$ cat config.mk
export PLATFORM = sky130hd
export DESIGN_NAME = accelerator_tensor_transmitter
export DESIGN_NICKNAME = d
export VERILOG_FILES = /design/src/rtl/accelerator_tensor_transmitter.sv
export SDC_FILE = /design/constraint.sdc
export NUM_CORES = 1
export LEC_CHECK = 0
export ABC_AREA = 1
export CAP_MARGIN = 10
export CORE_MARGIN = 8
export CORE_UTILIZATION = 41
export CTS_BUF_LIST = sky130_fd_sc_hd__clkbuf_8 sky130_fd_sc_hd__clkbuf_16
export DETAILED_ROUTE_END_ITERATION = 8
export PLACE_DENSITY_LB_ADDON = 0.2
export REMOVE_ABC_BUFFERS = 1
export SYNTH_ARGS = -nofsm -noshare
export SYNTH_HDL_FRONTEND = slang
export SYNTH_SLANG_ARGS = --single-unit
$ cat constraint.sdc
create_clock -name CLK -period 2.5 [get_ports CLK]
set_input_delay 0.25 -clock CLK [delete_from_list [all_inputs] [get_ports CLK]]
set_output_delay 0.25 -clock CLK [all_outputs]
set_load 0.01 [all_outputs]
$ cat src/rtl/accelerator_tensor_transmitter.sv
// rtl/accelerator_tensor_transmitter.sv - streams an I x J x K tensor from a read buffer, one element per handshake
module accelerator_tensor_transmitter #(
    parameter int DATA_SIZE    = 64,
    parameter int CONTROL_SIZE = 64
) (
    input  logic                 CLK,
    input  logic                 RST,
    input  logic                 START,
    output logic                 READY,
    input  logic                 ADVANCE,
    input  logic [DATA_SIZE-1:0] SIZE_I_IN,
    input  logic [DATA_SIZE-1:0] SIZE_J_IN,
    input  logic [DATA_SIZE-1:0] LENGTH_IN,
    output logic                 READ_ENABLE,
    output logic [DATA_SIZE-1:0] ADDRESS_OUT,
    input  logic [DATA_SIZE-1:0] READ_DATA_IN,
    output logic                 DATA_OUT_MATRIX_ENABLE,
    output logic                 DATA_OUT_VECTOR_ENABLE,
    output logic                 DATA_OUT_SCALAR_ENABLE,
    output logic [DATA_SIZE-1:0] DATA_OUT
);

    typedef enum logic [2:0] {
        IDLE,
        READ,
        LOAD,
        EMIT,
        DONE
    } state_t;

    state_t state;
    state_t state_next;

    logic [DATA_SIZE-1:0]    size_i;
    logic [DATA_SIZE-1:0]    size_j;
    logic [DATA_SIZE-1:0]    size_k;
    logic                    size_zero;
    logic [CONTROL_SIZE-1:0] idx_i;
    logic [CONTROL_SIZE-1:0] idx_j;
    logic [CONTROL_SIZE-1:0] idx_k;
    logic [DATA_SIZE-1:0]    addr;

    logic i_last;
    logic j_last;
    logic k_last;

    assign i_last = (idx_i == CONTROL_SIZE'(size_i - DATA_SIZE'(1)));
    assign j_last = (idx_j == CONTROL_SIZE'(size_j - DATA_SIZE'(1)));
    assign k_last = (idx_k == CONTROL_SIZE'(size_k - DATA_SIZE'(1)));

    // An empty tensor still passes through READ (with the strobe suppressed)
    // so the zero-size decision is made on the latched sizes, not the live inputs.
    assign READ_ENABLE = (state == READ) && !size_zero;
    assign READY       = (state == DONE);
    assign ADDRESS_OUT = addr;

    always_comb begin
        state_next = state;
        case (state)
            IDLE: begin
                if (START) begin
                    state_next = READ;
                end
            end
            READ: begin
                state_next = size_zero ? DONE : LOAD;
            end
            LOAD: begin
                state_next = EMIT;
            end
            EMIT: begin
                if (ADVANCE) begin
                    state_next = (i_last && j_last && k_last) ? DONE : READ;
                end
            end
            DONE: begin
                state_next = IDLE;
            end
            default: begin
                state_next = IDLE;
            end
        endcase
    end

    always_ff @(posedge CLK or negedge RST) begin
        if (!RST) begin
            state                  <= IDLE;
            size_i                 <= '0;
            size_j                 <= '0;
            size_k                 <= '0;
            size_zero              <= 1'b0;
            idx_i                  <= '0;
            idx_j                  <= '0;
            idx_k                  <= '0;
            addr                   <= '0;
            DATA_OUT               <= '0;
            DATA_OUT_MATRIX_ENABLE <= 1'b0;
            DATA_OUT_VECTOR_ENABLE <= 1'b0;
            DATA_OUT_SCALAR_ENABLE <= 1'b0;
        end else begin
            state <= state_next;
            case (state)
                IDLE: begin
                    if (START) begin
                        size_i    <= SIZE_I_IN;
                        size_j    <= SIZE_J_IN;
                        size_k    <= LENGTH_IN;
                        size_zero <= (SIZE_I_IN == '0) || (SIZE_J_IN == '0) || (LENGTH_IN == '0);
                        idx_i     <= '0;
                        idx_j     <= '0;
                        idx_k     <= '0;
                        addr      <= '0;
                    end
                end
                LOAD: begin
                    DATA_OUT               <= READ_DATA_IN;
                    DATA_OUT_SCALAR_ENABLE <= 1'b1;
                    DATA_OUT_VECTOR_ENABLE <= (idx_k == '0);
                    DATA_OUT_MATRIX_ENABLE <= (idx_j == '0) && (idx_k == '0);
                end
                EMIT: begin
                    if (ADVANCE) begin
                        DATA_OUT_SCALAR_ENABLE <= 1'b0;
                        DATA_OUT_VECTOR_ENABLE <= 1'b0;
                        DATA_OUT_MATRIX_ENABLE <= 1'b0;
                        // k-fastest order makes the linear address a plain counter
                        addr <= addr + DATA_SIZE'(1);
                        if (k_last) begin
                            idx_k <= '0;
                            if (j_last) begin
                                idx_j <= '0;
                                idx_i <= idx_i + CONTROL_SIZE'(1);
                            end else begin
                                idx_j <= idx_j + CONTROL_SIZE'(1);
                            end
                        end else begin
                            idx_k <= idx_k + CONTROL_SIZE'(1);
                        end
                    end
                end
                default: begin
                end
            endcase
        end
    end

endmodule

==> flow_summary.toml <==
[outcome]
status = "finished with violations"
violations = "negative setup slack"

[sta]
maxSlewHeadroom = 0.3950
tns_ns = -123.44
max_freq_mhz = 312.7
period_minus_slack_ns = 3.198
fin_skew_ns = 0.03360
period_share = 1.279
layout_setup_ws_ns = -0.6978
rsz0062_at_grt = "true"
hold_viol_final = 0
worst_pin_slew_ns = 0.9075
setup_viol = 218
finalMaxSlewViolations = 0
whs_ns = 0.1401

[hold_path]
min_path_type = "input pin to flip-flop"
hold_depth = 3
min_to = "DATA_OUT[26]"
hp-start = "READ_DATA_IN[26]"

[grt]
grt_max_degree = 196
grt_pass1_wl_um = 258200
grt-ovfl-total = 0
antenna_found_initial = 12
grt_pass1_vias = 43380
grtUsageTotal = 0.3260

[drt]
wirelength_um = 172100
viasPerCell = 5.214
route.detailed.drc = 0
firstDrtPassIters = 5
via_count = 44210
dr.first_iter.drc_count = 3873
ant_nets = 0
wl_per_cell_um = 20.30

[yosys]
ys_seq_area_frac = 0.3474
synth_area_leaders = "dfrtp_1, nand2_1, nor2_1"
synthTopCellsByCount = "nand2_1, nor2_1, inv_1"
ys_seq_elements = 519
syn_area_mm2 = 0.03738
synth_flop_cell = "dfrtp_1"
synth-edff-count = 0
ys_warn_count = 0
async_flop_share = 1.000
yosys.area.top_type_share = 0.3474
synth_cells = 5875
synth.most_common_cell = "nand2_1"
ys_types = 49
syn_area_per_cell_um2 = 6.363
yosysTopAreaCell = "dfrtp_1"

[placed_design]
post-dp-hpwl_um = 136600
port_buffers = 392
gp_congestion = 0.9862

[power_and_ir_drop]
p_leak_uw = 0.02546
pwr_density_cell_mw_per_mm2 = 945.8
ir_drop_mv = 0.7104

[critical_path]
path_class = "flip-flop to flip-flop"
critPathArrivalTime_ns = 3.73
worstPathMaxFanout = 11
reg2regPathDepth = 24
cp.required_ns = 3.03
reg2reg_slack_ns = -0.70
cp-start-kind = "flip-flop"
r2r-end = "idx_i[8]"
cp-end-kind = "flip-flop"
worst_r2r_startpoint = "size_j[0]"

[layout]
final_nets = 7509
multi_input_area_mm2 = 0.02267
fill_cells = 8806
seq_area_mm2 = 0.01301
areaGrowthSynthToFinish_pct = 45.86
drive_gt1_frac = 0.2097

[clocking]
root_buffer = "clkbuf_16"
clock_latency_ns = 0.66
cts.sink_count = 519
cts_tree = "built"
cts-htree-levels = 3
path_clk_slew_ns = 0.06
cts_buffers = 67
clock_path_buffers = 3

[floorplan]
rows = 110
core_mm2 = 0.09015
die_h_um = 318.0
dieArea_mm2 = 0.1011
start_util = 0.4147
die_w_um = 318.0
io_pins = 393

[job]
drv_cap = 0
[power breakdown]
group | internal (uW) | switching [uW]
sequential | 10600 | 2290
clock | 5740 | 4180
combinational | 13000 | 15700
total | 29400 | 22200
[timing repair]
| action | CTS | global route |
|---|---|---|
| cloned | 18 | 9 |
| endpoints found under the hold margin | 46 | 0 |
| buffers inserted | 40 | 17 |
| setup endpoints to repair | 210 | 236 |
| hold buffers | 1 | 0 |
| pin swaps | 30 | 52 |
| gates resized for setup | 209 | 239 |
[registers in the layout (all words and copies together) (netlist names)]
name                    count
size_zero                   1
idx_i                      64
idx_j                      64
state                       3
size_k                     64
ADDRESS_OUT                64
idx_k                      64
DATA_OUT_SCALAR_ENABLE      1
DATA_OUT_VECTOR_ENABLE      1
DATA_OUT_MATRIX_ENABLE      1
size_j                     64
size_i                     64
DATA_OUT                   64
[layout by cell type (no fill, tap or decap), drive strengths merged, types with 167 or more instances in the layout]
master and instances:
nand2 2021, buf 1060, nor2 984, inv 590, dfrtp 519, nand3 409, clkdlybuf4s50 391, o21ai 326
xor2 252, nor3 167
[per-layer routing]
metal / track usage / up-vias / routed length [um]
met5: 0 / - / 0
met4: 0.1304 / 0 / 7629
met3: 0.05830 / 339 / 12190
met2: 0.5341 / 1724 / 78890
met1: 0.4252 / 20670 / 73360
li1: - / 21480 / -
[critical path, stage by stage, from the launching register on]
cell and delay, ns:
dfrtp_1 0.36, inv_2 0.07, ha_4 0.17, nand2_4 0.10, nor2_4 0.05, buf_12 0.13
buf_4 0.12, buf_4 0.12, buf_4 0.14, nand3b_1 0.09, nand2_2 0.07, nor2_1 0.08
nand2_1 0.07, nor2_2 0.15, nand3_2 0.10, nor2_1 0.12, nand3_1 0.14, nor2_2 0.17
nand2_4 0.11, nand2_4 0.10, nand2_8 0.08, buf_12 0.16, buf_16 0.15, o21ai_0 0.14
nand2_1 0.06
[final cells by class]
class	count	area share
repair buffers	1465	0.2383
inverters	570	0.03956
multi-input cells	4617	0.4157
diodes	11	0.0005048
clock inverters	44	0.007205
flip-flops and latches	519	0.2385
clock buffers	76	0.03322
well taps	1176	0.02698
[per-stage QoR]
| step | cells | power, uW | area [um^2] | setup slack (ns) | utilization |
|---|---|---|---|---|---|
| floorplan | 5705 | 23830 | 36600 | -14.64 | - |
| global placement | 8266 | 36750 | 49860 | -0.7111 | 0.5531 |
| detailed placement | 8266 | 36860 | 49860 | -0.8345 | 0.5531 |
| CTS | 8445 | 49930 | 53530 | -0.6267 | 0.5938 |
| global route | 8478 | 54630 | 54530 | -0.8763 | 0.6049 |
| finish | 8478 | 51580 | 54530 | -0.6978 | 0.6049 |
[worst max-delay path by stage]
stage,depth (start not counted),from,endpoint,slack (ns)
2_1_floorplan,11,state[0],ADDRESS_OUT[46],-14.64
6_report,24,size_j[0],idx_i[8],-0.70
3_5_place_dp,21,size_j[7],idx_i[62],-0.83
5_1_grt,22,size_k[1],idx_i[19],-0.88
4_1_cts,24,size_j[7],idx_i[44],-0.63
3_3_place_gp,20,size_k[20],idx_i[58],-0.71
[cell families (layout without fill, tap and decap cells)]
family / after synthesis / after routing / share of synthesized area
buf+inv: 740 / 2155 / 0.07818
other cells: 0 / 11 / 0
compound gates: 397 / 397 / 0.05512
xor+xnor: 320 / 320 / 0.07758
flops: 519 / 519 / 0.3474
fa+ha+maj: 9 / 9 / 0.003012
mux: 4 / 4 / 0.001071
simple gates: 3886 / 3887 / 0.4376
(Power assumes the default switching activity.)
